==> config.mk <==
export PLATFORM = sky130hd
export DESIGN_NAME = spi_host_flat
export DESIGN_NICKNAME = d
export VERILOG_FILES = /design/src/rtl/spi_host_if.sv /design/src/rtl/spi_host.sv /design/src/flat_wrapper.sv
export SDC_FILE = /design/constraint.sdc
export NUM_CORES = 1
export LEC_CHECK = 0
export BUFFER_PORTS_ARGS = -buffer_cell sky130_fd_sc_hd__buf_2
export CELL_PAD_IN_SITES_DETAIL_PLACEMENT = 0
export CELL_PAD_IN_SITES_GLOBAL_PLACEMENT = 1
export CORE_UTILIZATION = 44
export CTS_CLUSTER_DIAMETER = 120
export DETAILED_ROUTE_END_ITERATION = 12
export HOLD_SLACK_MARGIN = 0.03
export PLACE_DENSITY = 0.77
export SYNTH_ARGS = -nofsm -noshare
export SYNTH_HDL_FRONTEND = slang
export SYNTH_SLANG_ARGS = --single-unit
==> constraint.sdc <==
create_clock -name sys_clk -period 2.41 [get_ports sys_clk]
set_input_delay 0.1205 -clock sys_clk [delete_from_list [all_inputs] [get_ports sys_clk]]
set_output_delay 0.1205 -clock sys_clk [all_outputs]
set_load 0.05 [all_outputs]
==> src/rtl/spi_host_if.sv <==
// Request/response bus between a system-side requester and spi_host.
//   master modport : requester; drives req_valid/req_dir/req_addr/req_wdata,
//                    observes req_ready, rsp_valid, rsp_rdata, busy.
//   slave modport  : spi_host; drives req_ready, rsp_valid, rsp_rdata, busy.
interface spi_host_if #(
    parameter int unsigned SPI_ADDR_WIDTH = 3,
    parameter int unsigned SPI_DATA_WIDTH = 8
);
    logic                      req_valid;
    logic                      req_ready;
    logic                      req_dir;
    logic [SPI_ADDR_WIDTH-1:0] req_addr;
    logic [SPI_DATA_WIDTH-1:0] req_wdata;
    logic                      rsp_valid;
    logic [SPI_DATA_WIDTH-1:0] rsp_rdata;
    logic                      busy;

    modport master (
        output req_valid, req_dir, req_addr, req_wdata,
        input  req_ready, rsp_valid, rsp_rdata, busy
    );

    modport slave (
        input  req_valid, req_dir, req_addr, req_wdata,
        output req_ready, rsp_valid, rsp_rdata, busy
    );
endinterface

==> src/rtl/spi_host.sv <==
// SPI master: turns one bus request into one SPI frame (CPOL=1).
// Frame = SPI_CMD_WIDTH command bits (LSB first: dir, addr, zeros) followed by
// SPI_DATA_WIDTH data bits (MSB first). Read data is returned on a one-cycle
// rsp_valid strobe and held until the next one.
// Ports:
//   sys_clk, sys_rst_n : system clock, asynchronous active-low reset
//   bus (slave)        : req_valid/req_ready/req_dir/req_addr/req_wdata,
//                        rsp_valid/rsp_rdata, busy
//   spi_sel            : chip select, active low (registered)
//   spi_clk            : SPI clock, idles high (registered)
//   spi_mosi           : serial data out, changes on spi_clk falling edge
//   spi_miso           : serial data in, sampled on spi_clk rising edge
module spi_host #(
    parameter int unsigned SPI_CMD_WIDTH  = 8,
    parameter int unsigned SPI_DATA_WIDTH = 8,
    parameter int unsigned SPI_ADDR_WIDTH = 3,
    parameter int unsigned CLK_DIV        = 2
) (
    input  logic      sys_clk,
    input  logic      sys_rst_n,
    spi_host_if.slave bus,
    output logic      spi_sel,
    output logic      spi_clk,
    output logic      spi_mosi,
    input  logic      spi_miso
);
    localparam int unsigned FrameLen = SPI_CMD_WIDTH + SPI_DATA_WIDTH;
    localparam int unsigned HpWidth  = (CLK_DIV > 1) ? $clog2(CLK_DIV) : 1;
    localparam int unsigned BitWidth = $clog2(FrameLen);

    typedef enum logic [2:0] {StIdle, StSetup, StShift, StHold, StDone} state_e;

    state_e                    state_q;
    logic [HpWidth-1:0]        hp_q;
    logic [BitWidth-1:0]       bit_q;
    logic [FrameLen-1:0]       tx_q;
    logic [SPI_DATA_WIDTH-1:0] rx_q;
    logic [SPI_DATA_WIDTH-1:0] rdata_q;
    logic                      dir_q;
    logic                      rsp_valid_q;

    logic [SPI_CMD_WIDTH-1:0]  cmd;
    logic [SPI_CMD_WIDTH-1:0]  cmd_rev;
    logic                      hp_last;

    // Command is sent LSB first while data goes MSB first; reversing the command
    // lets the whole frame leave from the top of a single shift register.
    always_comb begin
        cmd                   = '0;
        cmd[0]                = bus.req_dir;
        cmd[SPI_ADDR_WIDTH:1] = bus.req_addr;
        cmd_rev               = '0;
        for (int i = 0; i < int'(SPI_CMD_WIDTH); i++) begin
            cmd_rev[i] = cmd[SPI_CMD_WIDTH-1-i];
        end
    end

    assign hp_last = (hp_q == HpWidth'(CLK_DIV - 1));

    always_ff @(posedge sys_clk or negedge sys_rst_n) begin
        if (!sys_rst_n) begin
            state_q     <= StIdle;
            hp_q        <= '0;
            bit_q       <= '0;
            tx_q        <= '0;
            rx_q        <= '0;
            rdata_q     <= '0;
            dir_q       <= 1'b0;
            rsp_valid_q <= 1'b0;
            spi_sel     <= 1'b1;
            spi_clk     <= 1'b1;
            spi_mosi    <= 1'b0;
        end else begin
            rsp_valid_q <= 1'b0;
            unique case (state_q)
                StIdle: begin
                    if (bus.req_valid) begin
                        state_q <= StSetup;
                        spi_sel <= 1'b0;
                        hp_q    <= '0;
                        bit_q   <= '0;
                        dir_q   <= bus.req_dir;
                        rx_q    <= '0;
                        tx_q    <= {cmd_rev,
                                    bus.req_dir ? bus.req_wdata : {SPI_DATA_WIDTH{1'b0}}};
                    end
                end
                StSetup: begin
                    if (hp_last) begin
                        hp_q     <= '0;
                        state_q  <= StShift;
                        spi_clk  <= 1'b0;
                        spi_mosi <= tx_q[FrameLen-1];
                        tx_q     <= {tx_q[FrameLen-2:0], 1'b0};
                    end else begin
                        hp_q <= hp_q + HpWidth'(1);
                    end
                end
                StShift: begin
                    if (!hp_last) begin
                        hp_q <= hp_q + HpWidth'(1);
                    end else begin
                        hp_q <= '0;
                        if (!spi_clk) begin
                            // End of low phase: rising edge, sample data bits only.
                            spi_clk <= 1'b1;
                            if (bit_q >= BitWidth'(SPI_CMD_WIDTH)) begin
                                rx_q <= {rx_q[SPI_DATA_WIDTH-2:0], spi_miso};
                            end
                        end else if (bit_q == BitWidth'(FrameLen - 1)) begin
                            state_q <= StHold;
                        end else begin
                            bit_q    <= bit_q + BitWidth'(1);
                            spi_clk  <= 1'b0;
                            spi_mosi <= tx_q[FrameLen-1];
                            tx_q     <= {tx_q[FrameLen-2:0], 1'b0};
                        end
                    end
                end
                StHold: begin
                    if (hp_last) begin
                        state_q     <= StDone;
                        spi_sel     <= 1'b1;
                        spi_mosi    <= 1'b0;
                        rsp_valid_q <= 1'b1;
                        rdata_q     <= dir_q ? {SPI_DATA_WIDTH{1'b0}} : rx_q;
                    end else begin
                        hp_q <= hp_q + HpWidth'(1);
                    end
                end
                StDone: begin
                    state_q <= StIdle;
                end
                default: begin
                    state_q <= StIdle;
                end
            endcase
        end
    end

    assign bus.req_ready = (state_q == StIdle);
    assign bus.busy      = (state_q != StIdle);
    assign bus.rsp_valid = rsp_valid_q;
    assign bus.rsp_rdata = rdata_q;
endmodule
==> src/flat_wrapper.sv <==
// flat-port wrapper written by rule: the top's interface ports become plain ports
module spi_host_flat 
#(
    parameter int unsigned SPI_CMD_WIDTH  = 8,
    parameter int unsigned SPI_DATA_WIDTH = 8,
    parameter int unsigned SPI_ADDR_WIDTH = 3,
    parameter int unsigned CLK_DIV        = 2
)
  (sys_clk, sys_rst_n, spi_sel, spi_clk, spi_mosi, spi_miso, bus_req_valid, bus_req_dir, bus_req_addr, bus_req_wdata, bus_req_ready, bus_rsp_valid, bus_rsp_rdata, bus_busy);
  spi_host_if #(.SPI_ADDR_WIDTH(SPI_ADDR_WIDTH), .SPI_DATA_WIDTH(SPI_DATA_WIDTH)) bus_i ();
  input  logic sys_clk;
  input  logic sys_rst_n;
  output logic spi_sel;
  output logic spi_clk;
  output logic spi_mosi;
  input  logic spi_miso;
  input wire logic [$bits(bus_i.req_valid)-1:0] bus_req_valid;
  input wire logic [$bits(bus_i.req_dir)-1:0] bus_req_dir;
  input wire logic [$bits(bus_i.req_addr)-1:0] bus_req_addr;
  input wire logic [$bits(bus_i.req_wdata)-1:0] bus_req_wdata;
  output wire logic [$bits(bus_i.req_ready)-1:0] bus_req_ready;
  output wire logic [$bits(bus_i.rsp_valid)-1:0] bus_rsp_valid;
  output wire logic [$bits(bus_i.rsp_rdata)-1:0] bus_rsp_rdata;
  output wire logic [$bits(bus_i.busy)-1:0] bus_busy;
  assign bus_i.req_valid = bus_req_valid;
  assign bus_i.req_dir = bus_req_dir;
  assign bus_i.req_addr = bus_req_addr;
  assign bus_i.req_wdata = bus_req_wdata;
  assign bus_req_ready = bus_i.req_ready;
  assign bus_rsp_valid = bus_i.rsp_valid;
  assign bus_rsp_rdata = bus_i.rsp_rdata;
  assign bus_busy = bus_i.busy;
  spi_host #(.SPI_CMD_WIDTH(SPI_CMD_WIDTH), .SPI_DATA_WIDTH(SPI_DATA_WIDTH), .SPI_ADDR_WIDTH(SPI_ADDR_WIDTH), .CLK_DIV(CLK_DIV)) u_core (.sys_clk(sys_clk), .sys_rst_n(sys_rst_n), .bus(bus_i), .spi_sel(spi_sel), .spi_clk(spi_clk), .spi_mosi(spi_mosi), .spi_miso(spi_miso));
endmodule
; ---- Yosys cells after proc, flatten, opt, wreduce, memory -nomap -nowiden
; Cells that the tools add are included.
[totals]
register_bits = 45
inputBits = 16
out_inout_bits = 14
word_cells = 89
[op_classes]
addsub = 2
n_lt_le_gt_ge = 1
eq_ne = 13
n_mux = 43
reduce_logical = 19
[op_table]
columns = op, n
row1 = 2-to-1 mux 16 bit, 5
row2 = 2-to-1 mux 8 bit, 6
row3 = case mux 16 bit (3 select lines), 1
row4 = 2-to-1 mux 3 bit, 6
row5 = AND reduction 6 bit, 3
row6 = 2-to-1 mux 4 bit, 4
row7 = case mux 8 bit (2 select lines), 1
row8 = 2-to-1 mux 1 bit, 14
row9 = "inequality test 2 x 1 -> 1 bit, second input constant", 6
row10 = case mux 3 bit (4 select lines), 1
row11 = nonzero test 3 bit, 4
row12 = AND reduction 5 bit, 2
row13 = case mux 4 bit (2 select lines), 1
row14 = "equality test 3 x 2 -> 1 bit, second input constant", 2
row15 = "inequality test 2 bit, second input constant", 3
row16 = case mux 1 bit (3 select lines), 2
row17 = AND reduction 2 bit, 3
row18 = AND reduction 3 bit, 2
row19 = nonzero test 2 bit, 3
row20 = "adder 4 x 1 -> 4 bit, second input constant", 1
row21 = "equality test 4 bit, second input constant", 1
row22 = "greater-or-equal comparator 4 bit, second input constant", 1
row23 = case mux 1 bit (2 select lines), 2
row24 = "equality test 3 x 1 -> 1 bit, second input constant", 1
row25 = 3 further kinds, 3

; ---- Longest topological paths before layout
; Gate-level depths: netlist of run 1.
[depth]
ltp_word = 5
ltp_mapped = 6
depth_no_buf = 5

; ---- Worst setup path after synthesis of run 1
; No wires, ideal clock.
[synth_timing]
path_type = reg-to-reg
start = register u_core.state_q[0]
end = register u_core.dir_q
setup_ns = 0.127
arrival_time_ns = 1.954
required_ns = 2.283
path_slack_ns = 0.328
stages_incl_launch_ff = 7
n_path_buf = 2
period_less_slack_ns = 2.082
path_cell_list = dfrtp_1 -> buf_2 -> buf_2 -> or3_1 -> inv_2 -> nand2_1 -> mux2_1
[synth_via]
elab_chain_cells = 2
[synth_rtl]
columns = item, line_no
row1 = start: declaration, spi_host.sv:33  ; state_e state_q;
row2 = start signal: assignment, spi_host.sv:62  ; state_q <= StIdle;
row3 = start signal: assignment, spi_host.sv:78  ; state_q <= StSetup;
row4 = start signal: assignment, spi_host.sv:91  ; state_q <= StShift;
row5 = zero test 3 bit, -
row6 = net bus_req_ready, flat_wrapper.sv:21  ; output wire logic [$bits(bus_i.req_ready)-1:0] bus_req_ready;
row7 = AND reduction 2 bit (no source line), -
row8 = end signal: assignment, spi_host.sv:82  ; dir_q <= bus.req_dir;
row9 = end: declaration, spi_host.sv:39  ; logic dir_q;
; The timed path passes the listed nets, and every way through them passes these cells.
; A chain may end at the register's enable or synchronous reset.

; ---- Worst setup path in the final report of run 1
[layout_timing]
start = register u_core.state_q[1]
end = register u_core.bit_q[3]
[layout_via]
elab_chain_cells = 3
elab_cells_between_ends = 9
classes_between = 5 x eq/ne / 1 x mux / 3 x reduce/logical
[layout_rtl]
columns = item, line_no
row1 = equality test 3 x 2 -> 1 bit or zero test 3 bit (tied branches), spi_host.sv:75  ; unique case (state_q)
row2 = inequality test 2 x 1 -> 1 bit (no source line) (tied with other cells), -
row3 = AND reduction 5 bit (no source line), -
row4 = end signal: assignment, spi_host.sv:113  ; bit_q <= bit_q + BitWidth'(1);
row5 = end: declaration, spi_host.sv:35  ; logic [BitWidth-1:0] bit_q;
; Parallel ways exist; a longest one is shown, timed or not.

==> results of run 1 <==
## routing by layer
metal,track usage,vias up,wire length [µm]
met1,0.233,718,2010
li1,-,786,-
met2,0.248,29,1620
met5,0,-,0
met4,0.0719,0,68
met3,0.0417,7,142
## stage by stage
step | setup slack [ns] | std cells | total power, µW
after floorplan | 0.328 | 208 | 2440
after global placement | 0.486 | 297 | 2780
after detailed placement | 0.445 | 297 | 2790
after CTS | 0.420 | 306 | 3390
after global routing | 0.275 | 306 | 3590
final | 0.410 | 306 | 3360
## final cells by class
type,count,area [µm²]
inverter,12,45.0
multi-input combinational,139,963
fill,458,2220
tap,67,83.8
timing repair buffer,35,193
sequential,45,1130
clock inverter,2,37.5
clock buffer,6,82.6
## synthesized netlist by cell type, drive strengths merged
master  count
a21bo       2
a21oi       4
a22o        6
a31oi       3
a32o        1
and2        4
and3        1
buf         6
clkbuf      6
dfrtp      43
dfstp       2
ha          2
inv        12
mux2       13
mux2i      16
nand2      20
nand2b     10
nand3       6
nand4       5
nand4b      3
nor2        7
nor2b       1
nor3        5
nor3b       1
o211ai      1
o21a        2
o21ai      16
o311ai      1
o31a        1
o31ai       1
or3         2
or3b        1
or4         2
xnor2       1
xor2        1
## power by group through the flow
stage	Combinational (µW)	Sequential, µW	Clock, µW
2_1_floorplan	1050	1390	0
3_3_place_gp	1530	1250	0
3_5_place_dp	1540	1250	0
4_1_cts	1540	1230	611
5_1_grt	1670	1290	638
6_report	1530	1230	596
## how the worst min path moves through the flow
stage                                          to  slack [ns]  depth (start not counted)
final                              u_core.rx_q[0]        0.05                          2
after global routing               u_core.rx_q[0]        0.06                          2
after CTS                          u_core.rx_q[0]        0.04                          2
after detailed placement  u_core.bus.rsp_rdata[2]        0.34                          1
after global placement    u_core.bus.rsp_rdata[2]        0.34                          1
after floorplan                   u_core.bit_q[0]       -0.18                          0
## registers in the layout, summed over array words and instances (netlist names)
name and flops:
u_core.bus.rsp_rdata 8, u_core.spi_sel 1, u_core.state_q 3, u_core.spi_mosi 1, u_core.hp_last 1, u_core.rx_q 8
u_core.bit_q 4, u_core.tx_q 16, u_core.spi_clk 1, u_core.dir_q 1, u_core.bus.rsp_valid 1
## worst max-delay path, stage by stage (launching register included)
cell and delay, ns:
sky130_fd_sc_hd__dfrtp_1 0.62, sky130_fd_sc_hd__mux2i_1 0.15, sky130_fd_sc_hd__or3_1 0.45, sky130_fd_sc_hd__or4_1 0.54, sky130_fd_sc_hd__a21oi_1 0.15
## cells by family after synthesis
logic type,share of synthesized area
simple gates,0.167
fa+ha+maj,0.0114
xor+xnor,0.00800
flops,0.515
compound gates,0.114
mux,0.140
buf+inv,0.0446
## cell usage in the layout, fill, tap and decap left out, drive strengths merged
cell and count:
or3b 1, o211ai 1, nand4 5, bufinv 1
and3 1, a22o 6, a32o 1, dfrtp 43
o311ai 1, a31oi 3, inv 12, dfstp 2
clkinvlp 1, or3 2, clkbuf 6, xor2 1
and2 4, nor2 7, or4 2, nor3 5
nand2 20, nand3 6, o21a 2, o31a 1
a21oi 4, mux2 13, nand2b 10, a21bo 2
xnor2 1, mux2i 16, nor2b 1, o31ai 1
ha 2, o21ai 16, dlygate4sd3 1, buf 34
nor3b 1, nand4b 3
## timing repair
item	CTS	global route
hold buffers	1	0
endpoints found under the hold margin	43	0
resized for setup	0	0
==> results.md, run 1 <==
Run status:
- The run finished with clean final reports.

Routing:
- The remaining antenna violation count after routing is 0.
- The count of TritonRoute iterations in the first routing pass is 4.
- In the final routed layout, each cell accounts on average for about 13 µm.
- For this block, the via count after detailed routing is 1,540.
- For this block, the initial DRC count from the detailed router was 82.
- For this run, design rule violations remaining after detail routing come to 0.
- In the routed layout, each cell is associated on average with a via count of about 5.
- Summed over all layers, the routed wires come to 3.84 mm.

Placed design:
- The post-DP HPWL is between 2 and 3 mm.
- The instance area at placement is between 0.002 and 0.0025 mm².
- Routability-driven placement finished with a final weighted congestion of roughly 0.8.
- The count of buffers added on input and output ports is 29.

Timing:
- The achievable clock frequency is 0.500 GHz.
- The final hold violation count was 0.
- The setup violation total in the final timing report is 0.
- The total count of max-transition violations in the final report was 0.
- Setup repair after global routing left no endpoint under its margin.
- The tightest slew margin relative to the limit is 0.348.
- The worst path needs roughly 2 ns of the cycle, external delays included.
- In the finished design, the share of the clock period the worst path needs comes to 0.830.
- On the final layout, the worst hold slack is 0.0505 ns.
- The final total negative setup slack is 0 ns.
- At the pin with the least slew margin, the transition time is roughly 0.98 ns.
- The clock skew after layout is between 0.006 and 0.007 ns.

Clock tree:
- The clock root buffer is sky130_fd_sc_hd__clkbuf_8.
- Counting the buffers created by CTS gives 5.
- The clock latency of the later-clocked register in the worst-skew pair is 0.30 ns.
- No sink is reached through more buffers than the 2 on the longest clock path.
- Counting every sink on the clock net gives 45.
- TritonCTS built the clock tree.
- The count of buffers added by post-CTS timing repair for setup is 0.
- Clock-pin slew was measured on the worst setup and hold paths at 0.09 ns.
- The H-tree was split into 2 levels.

Critical path:
- The source of the worst register-to-register timing path is u_core.state_q[1].
- The end point of the critical path is u_core.bit_q[3].
- The capture point of the worst reg-to-reg path is u_core.bit_q[3].
- In this run the worst setup path begins at u_core.state_q[1].
- The type of element capturing the critical path is a flip-flop.
- The worst reg-to-reg path cell count is 4.
- STA classifies the critical path startpoint as a flip-flop.
- The critical path arrival is ~2.2 ns.
- The critical-path maximum fanout is 14.
- The critical path class is flip-flop to flip-flop.
- The required time of the critical path is between 2 and 3 ns.
- For flop-to-flop paths, the worst setup slack is 0.41 ns.

Pwr:
- The internal power of the cells totals 1960 µW.
- The power per cell area is 1330 mW/mm².
- The switching power as a share of total power is 0.417.
- The net switching power of the design is between 1000 and 1500 µW.
- The sequential group share of total power is 0.367.
- IR analysis of the VDD net gives a maximum drop of about 0.77 mV.
- Of the total power, the clock network draws 0.177.
- Summed over all cells, the static leakage comes to around 0.0012 µW.
- The portion of total power attributed to combinational logic is 0.455.

Synth:
- Averaged over all synthesized cells, the footprint is between 10 and 15 µm².
- During synthesis, Yosys emitted a total of 0 warnings.
- The synthesized instance count is between 200 and 250.
- After synthesis the cells add up to between 0.002 and 0.0025 mm².
- The number of nets handed over by synthesis was between 200 and 250.
- The share of Yosys cell area claimed by the top area cell type is 0.491.
- The synthesized flop and latch total is 45.
- The biggest area contributor in the post-synthesis netlist is sky130_fd_sc_hd__dfrtp_1.
- The count of different cell masters after synthesis is 40.
- The sequential-to-total area share from yosys stat is 0.515.
- By area the synthesized netlist is led by sky130_fd_sc_hd__dfrtp_1 49%, sky130_fd_sc_hd__mux2i_1 7.3%, sky130_fd_sc_hd__mux2_2 5.7%.

Die:
- The floorplan die height is ~73 µm.
- The starting density of the core is 0.461.
- The core outline area is 0.00475 mm².
- The floorplan has 25 rows.
- The floorplan die area is ~0.0053 mm².
- From left edge to right edge, the die measures around 73 µm.
- During I/O placement, the number of pins put on the boundary was 30.

Global route:
- Entering global routing, the biggest net connects 46 pins.
- For this run, the total global-route usage over all layers was measured as 0.167.
- The initial antenna violation count is 0.
- The first-pass GRT wire length is roughly 6.6 mm.
- The number of global-route vias before repair is roughly 1,400.
- The global route total overflow is 0.

Flow run:
- Max-cap violations in this run came to 0.

Final layout:
- The number of nets in the layout is roughly 260.
- The area added between synthesis and finish is 15.7%.
- The final design instance area without fill is roughly 0.0025 mm².
- The repair_antennas step left the layout with diodes totalling 0.
- For this run, the share of the core covered by cells in the final layout is 0.533.
- The ratio of cells with drive above 1 in the final layout is 0.255.

Worst hold path:
- The worst hold path begins at spi_miso.
- The path class of the tightest hold or removal check is input port to flip-flop.
Power figures use the tool's default switching activity.
==> run 2: changes to the inputs <==
Settings changed: CORE_UTILIZATION 44 to 40, PLACE_DENSITY 0.77 to 0.74.
Clock period 2.41 ns to 1.83 ns, I/O delays scaled along.
==> results.md, run 2 (same netlist as run 1, synthesis figures left out) <==
Critical path:
- The required time of the critical path is roughly 1.7 ns.
- STA classifies the critical path endpoint as an output pin.
- The type of origin of the critical path is a flip-flop.
- The critical path goes through buf_4, or3_4, inv_4, buf_2.
- The critical path is of the flip-flop to output pin type.
- The largest incremental delay on the critical path is 0.48 ns.
- The cell with the biggest individual delay on the critical path is sky130_fd_sc_hd__dfrtp_1.
- The critical path arrival is about 1.7 ns.
- In this run the worst path has a maximum fanout of 6.

Clock tree:
- The clock input transition at the sequential cells of the worst setup and hold paths is 0.09 ns.
- The clock latency of the later-clocked register in the worst-skew pair is 0.31 ns.
- The H-tree generated during clock tree synthesis spans 2 levels.
- Buffers inserted during clock tree synthesis total 5.
- The cell sitting at the root of the clock tree is a sky130_fd_sc_hd__clkbuf_8.
- In this run the deepest clock path goes through 2 buffers.
- The clock drives between 40 and 50 sinks.
- TritonCTS built the clock tree.

Die:
- The starting density of the core is 0.421.
- Pin placement for this block handled 30 I/O pins.
- The die is about 76 µm wide.
- The floorplan step defined a core boundary enclosing around 0.0052 mm².
- The floorplan die area is 0.00577 mm².
- The row count is 26.
- In this run the vertical extent of the chip is 76.0 µm.

Pwr:
- The maximum vdd ir drop is about 1.1 mV.
- Summed over all cells, the static leakage comes to roughly 0.0013 µW.
- The total power is 4630 µW.
- The power per cell area is 1710 mW/mm².

Global route:
- The total global-route track usage is 0.162.
- The total overflow left after global routing is 0.
- The initial antenna violation count is 0.
- The pin count of the biggest net entering global routing is 36.
- The first global-routing pass estimated about 7.5 mm of wire.
- The number of global-route vias before repair is about 1,600.

Final layout:
- The number of filler cells placed in the layout is between 500 and 600.
- The area added between synthesis and finish is 23.9%.
- In the final layout, the share of cells above drive strength 1 is 0.337.
- In the layout the commonest cells are 42 x sky130_fd_sc_hd__dfrtp_1, 29 x sky130_fd_sc_hd__buf_2, 25 x sky130_fd_sc_hd__buf_4, 19 x sky130_fd_sc_hd__nand2_1, 16 x sky130_fd_sc_hd__mux2i_1.
- Leaving out fill and tap cells, the most frequent cell in the layout is sky130_fd_sc_hd__dfrtp_1.
- The count of antenna diodes in the layout is 0.
- In the final design database the tool counted 278 nets.
- Measured on the finished design, the core utilization comes to 0.521.
- The register with the most flip-flops in the layout has 16 of them.
- Counting flops per register, the top entry is u_core.tx_q.

Timing:
- Summed over all failing endpoints, the final setup total negative slack is 0 ns.
- The final hold violation count is 0.
- The time the worst path needs with I/O delays and setup is around 1.8 ns.
- The slew at the pin closest to its max-slew limit is roughly 0.79 ns.
- Based on the critical path, the design can be clocked at up to between 0.5 and 0.6 GHz.
- The clock skew after layout is around 0.0096 ns.
- The total count of max-transition violations in the final report is 0.
- Dividing the final minimum period by the clock period gives 0.965.
- Setup repair after global routing left no endpoint under its margin.
- The setup violation total in the final timing report is 0.
- The tightest slew margin relative to the limit is 0.471.
- The final worst setup slack is 0.0640 ns.

Routing:
- The violation count after the first detailed-routing iteration is 43.
- The first TritonRoute pass finished after 4 iterations.
- The remaining antenna violation count after routing is 0.
- After detailed routing, the total wire length is 4.41 mm.
- The detail-routed net length per standard cell is 13.3 µm.
- The per-cell via count in the routed design is slightly above 5.
- The number of remaining DRC errors is 0.
- The total number of vias is between 1,500 and 2,000.

Placed design:
- The global placement routability congestion is 0.721.
- The number of buffers inserted by port buffering is 29.
- Detailed placement ended at an HPWL of approximately 3 mm.
- The worst-case setup slack after placement is between 0.009 and 0.01 ns.

Run status:
- The run finished with clean final reports.

Flow run:
- Max-cap violations in this run came to 0.

Worst hold path:
- The kind of path behind the tightest hold check is input port to flip-flop.
-- run 2: cell types whose count changed in the layout (fill, tap and decap cells not counted), sizes merged --
cell	change
inv	+1
nand2	+1
dlygate4sd3	+1
bufinv	-1
clkinv	+1
clkbuf	-1
buf	+20
-- run 2: final timing paths --
check / cells after the start / end / startpoint / slack (ns)
max: 4 / bus_req_ready / u_core.state_q[1] / 0.06
min: 3 / u_core.tx_q[0] / bus_req_wdata[0] / 0.06
max reg2reg: 5 / u_core.tx_q[14] / u_core.bit_q[1] / 0.12
min reg2reg: 2 / u_core.bus.rsp_rdata[5] / u_core.bus.rsp_rdata[5] / 0.48
max in group asynchronous: 3 / u_core.bus.rsp_rdata[6] / sys_rst_n / 0.82
min in group asynchronous: 2 / u_core.bit_q[0] / sys_rst_n / 0.39
-- run 2: stage by stage --
step,instances,hold slack (ns),instance area (µm²)
3_3_place_gp,316,0.214,2550
2_1_floorplan,208,-0.204,2230
5_1_grt,331,0.0733,2710
4_1_cts,326,0.0629,2660
6_report,331,0.0614,2710
3_5_place_dp,316,0.222,2550
-- run 2: what timing repair did --
item,CTS,global route
gates resized for setup,2,2
setup buffers,0,4
hold endpoints to repair,32,0
pin swaps,0,1
setup endpoints to repair,2,9
hold buffers,2,0
gates cloned,0,1
-- run 2: worst max-delay path: cells and delay by family (launching register included) --
| kind | cells | cell delay [ns] |
|---|---|---|
| buf+inv | 3 | 0.50 |
| flops | 1 | 0.48 |
| simple gates | 1 | 0.40 |
-- run 2: layout make-up --
type                    instances  area, µm²  share of cell area
repair buffers                 56        353               0.130
multi-input cells             140       1000               0.370
well taps                      70       87.6              0.0323
clock buffers                   5       68.8              0.0254
flip-flops and latches         45       1130               0.417
clock inverters                 3       21.3             0.00784
inverters                      12       47.5              0.0175
-- run 2: power by group --
group | internal (µW) | switching (µW)
clock | 271 | 366
combinational | 1040 | 1380
sequential | 1330 | 240
-- run 2: per-layer routing --
metal  global-route usage  part of all wire
met1                0.231              0.52
met2                0.246              0.43
met3               0.0335             0.037
met4               0.0577             0.014
met5                    0                 0
==> run 3: changes to the inputs <==
Clock period 1.83 ns to 1.6 ns, I/O delays scaled along.
==> results.md, run 3 (same netlist as run 1, synthesis figures left out) <==
Run status:
- The flow ran to the end, but the final reports show violations.
- The final reports fail on setup timing.

Critical path:
- The largest incremental delay on the critical path is 0.44 ns.
- Setup slack on the worst reg-to-reg path comes out at -0.05 ns.
- In this run the critical register-to-register path is launched from u_core.state_q[0].
- The critical path class is flip-flop to flip-flop.
- At the worst endpoint, the arrival time is approximately 1.8 ns.
- Traced cell by cell, the critical path runs through buf_6, buf_4, o21a_1, nor3_2, or4_1, a32o_1.
- STA classifies the critical path startpoint as a flip-flop.
- At the worst endpoint, the required time is between 1.5 and 2 ns.
- In this run the worst path has a maximum fanout of 7.
- The number of cells on the worst reg-to-reg path is 6.
- The slowest stage of the critical path belongs to the cell sky130_fd_sc_hd__dfrtp_2.
- The number of buffers and inverters on the critical path is 2.
- Broken down by cell family, the worst path's largest delay share belongs to simple AND/OR/NAND/NOR gates.
- The type of element capturing the critical path is a flip-flop.
- The endpoint identified for the worst register-to-register timing path is u_core.spi_mosi.

Routing:
- The count of TritonRoute iterations in the first routing pass is 4.
- The detail-routed net length per standard cell is approximately 14 µm.
- In the routed design, unresolved DRC markers number 0.
- The remaining antenna violation count after routing is 0.
- The total number of vias is 1,760.
- The violation count after the first detailed-routing iteration is 66.
- The routed wire length is approximately 4.8 mm.
- In the routed layout, each cell is associated on average with a via count of 4.99.

Timing:
- The achievable clock frequency is 0.608 GHz.
- The routed design could run at a clock period as short as between 1.5 and 2 ns.
- At the pin with the least slew margin, the transition time is between 0.5 and 0.6 ns.
- Clock skew on the completed layout was measured at 0.00812 ns.
- The part of the cycle the worst path needs is 1.03.
- The total count of max-transition violations in the final report is 0.
- Once routing completed, OpenROAD measured the worst setup slack at -0.0460 ns.
- The worst pin sits at a relative slew slack of 0.623.
- The final hold violation count came to 0.
- Setup violations remaining at the end of the flow were counted as 4.
- Setup repair after global routing could not meet its margin everywhere.

Final layout:
- The register with the most flip-flops in the layout has 16 of them.
- Of the cells placed in the final design, the portion with a size suffix greater than 1 is 0.438.
- u_core.tx_q holds more flip-flops than any other register.
- Leaving out fill and tap cells, the most frequent cell in the layout is sky130_fd_sc_hd__dfrtp_1.
- The area used by multi-input combinational logic is approximately 0.0011 mm².
- Summing all non-filler instances in the final layout gives an area of a little over 0.003 mm².
- At the end of the flow, the number of nets in the layout was 300.
- The area growth from synthesis to layout is 40.7%.
- The fraction of the core area covered by cells at the end of the flow is 0.592.
- The area used by sequential logic in the layout is ~0.0011 mm².
- Leaving out fill and tap cells, the most frequent cells in the layout are 41 x sky130_fd_sc_hd__dfrtp_1, 37 x sky130_fd_sc_hd__buf_4, 27 x sky130_fd_sc_hd__buf_2, 18 x sky130_fd_sc_hd__nand2_1, 15 x sky130_fd_sc_hd__mux2i_1.
- The count of antenna diodes in the layout is 0.
- The layout has around 450 filler cells.

Clock tree:
- TritonCTS built the clock tree.
- Counting the buffers created by CTS gives 5.
- The clock input transition at the sequential cells of the worst setup and hold paths is around 0.080 ns.
- The tree built by TritonCTS fans out to 45 sinks.
- The clock latency of the later-clocked register in the worst-skew pair is approximately 0.30 ns.
- The H-tree level count is 2.
- The tree is rooted in a sky130_fd_sc_hd__clkbuf_8.
- The clock passes through at most 2 buffers.

Placed design:
- In this run the cell area measured after placement is 0.00266 mm².
- Routability-driven placement finished with a final weighted congestion of around 0.83.
- Input and output buffers added on the ports amount to 29.
- Summed over all nets, the half-perimeter wirelength after detailed placement is 3.18 mm.

Die:
- Pin placement for this block handled 30 I/O pins.
- The row count is 26.
- The floorplan die height is around 76 µm.
- The horizontal die dimension is approximately 76 µm.
- The die covers approximately 0.0058 mm².
- For this configuration, the core starts out at a cell density of 0.421.
- The floorplan step defined a core boundary enclosing ~0.0052 mm².

Worst hold path:
- Along the worst hold path, the cell count comes to 3.
- The worst hold path belongs to the class input port to flip-flop.
- The worst hold path begins at bus_req_wdata[0].
- The sink of the worst hold path is u_core.tx_q[0].

Global route:
- The number of global-route vias before repair came to between 1,500 and 2,000.
- The initial antenna violation count is 0.
- The pin count of the biggest net entering global routing is 46.
- After global routing the overflow that remains totals 0.
- The total global-route track usage is 0.187.
- The first-pass GRT wire length is 8.49 mm.

Pwr:
- The maximum vdd ir drop is 1.31 mV.
- The power per cell area is between 2000 and 2500 mW/mm².
- For this design the static power due to leakage is ~0.0015 µW.

Flow run:
- Max-cap violations in this run came to 0.
[run 3: cell count changes in the layout (fill, tap and decap cells not counted), moves of 2 or more]
cell,change
sky130_fd_sc_hd__buf_4,+12
sky130_fd_sc_hd__buf_2,-2
sky130_fd_sc_hd__buf_6,+10
sky130_fd_sc_hd__mux2_2,-3
sky130_fd_sc_hd__bufinv_16,+2
sky130_fd_sc_hd__buf_8,+2
sky130_fd_sc_hd__mux2_4,+5
sky130_fd_sc_hd__mux2_1,-2
[run 3: how the worst max path moves through the flow]
stage               cells past startpoint              end               from
floorplan                               6  u_core.tx_q[14]     u_core.spi_clk
global placement                        5  u_core.tx_q[14]    u_core.bit_q[1]
detailed placement                      7  u_core.bit_q[3]    u_core.bit_q[1]
CTS                                     4  u_core.bit_q[3]  u_core.state_q[0]
global route                            6  u_core.spi_mosi  u_core.state_q[0]
finish                                  6  u_core.spi_mosi  u_core.state_q[0]
[run 3: through the flow]
stage	setup TNS, ns	total power (µW)	hold slack (ns)	setup WS (ns)	std cells
after detailed placement	-1.77	4740	0.202	-0.147	331
after floorplan	-1.62	3800	-0.216	-0.211	208
final	-0.151	6420	0.0495	-0.0460	353
after CTS	-0.257	6230	0.0426	-0.0714	351
after global routing	-1.18	6840	0.0354	-0.106	353
after global placement	-1.28	4700	0.197	-0.0925	331
[run 3: worst register-to-register path: stages, from the launching register on]
cell and delay (ns):
sky130_fd_sc_hd__dfrtp_2 0.44, sky130_fd_sc_hd__buf_6 0.12, sky130_fd_sc_hd__buf_4 0.13, sky130_fd_sc_hd__o21a_1 0.16, sky130_fd_sc_hd__nor3_2 0.06, sky130_fd_sc_hd__or4_1 0.41
sky130_fd_sc_hd__a32o_1 0.22
[run 3: where the power goes]
| part | total (µW) | internal, µW | leakage [µW] | switching [µW] |
|---|---|---|---|---|
| clock | 1030 | 628 | 0.0000687 | 403 |
| sequential | 1780 | 1520 | 0.000586 | 257 |
| combinational | 3610 | 1770 | 0.000831 | 1840 |
[run 3: routing by layer]
| metal | GRT usage | vias to the layer above | part of all wire |
|---|---|---|---|
| met5 | 0 | - | 0 |
| met2 | 0.304 | 25 | 0.47 |
| met1 | 0.245 | 852 | 0.48 |
| li1 | - | 878 | - |
| met4 | 0.0635 | 0 | 0.016 |
| met3 | 0.0467 | 5 | 0.032 |
[run 3: timing repair]
item / in CTS / in global routing
cloned: 1 / 0
setup buffers: 10 / 3
endpoints found under the hold margin: 44 / 0
gates resized for setup: 24 / 17
endpoints found under the setup margin: 25 / 30
hold buffers: 2 / 0
pin swaps: 10 / 11
[run 3: area by class of cell]
cell class / instances / area share
inverter: 12 / 0.0154
clock inverter: 3 / 0.0223
sequential: 45 / 0.367
timing repair buffer: 78 / 0.187
tap: 70 / 0.0284
clock buffer: 5 / 0.0223
multi-input combinational: 140 / 0.358
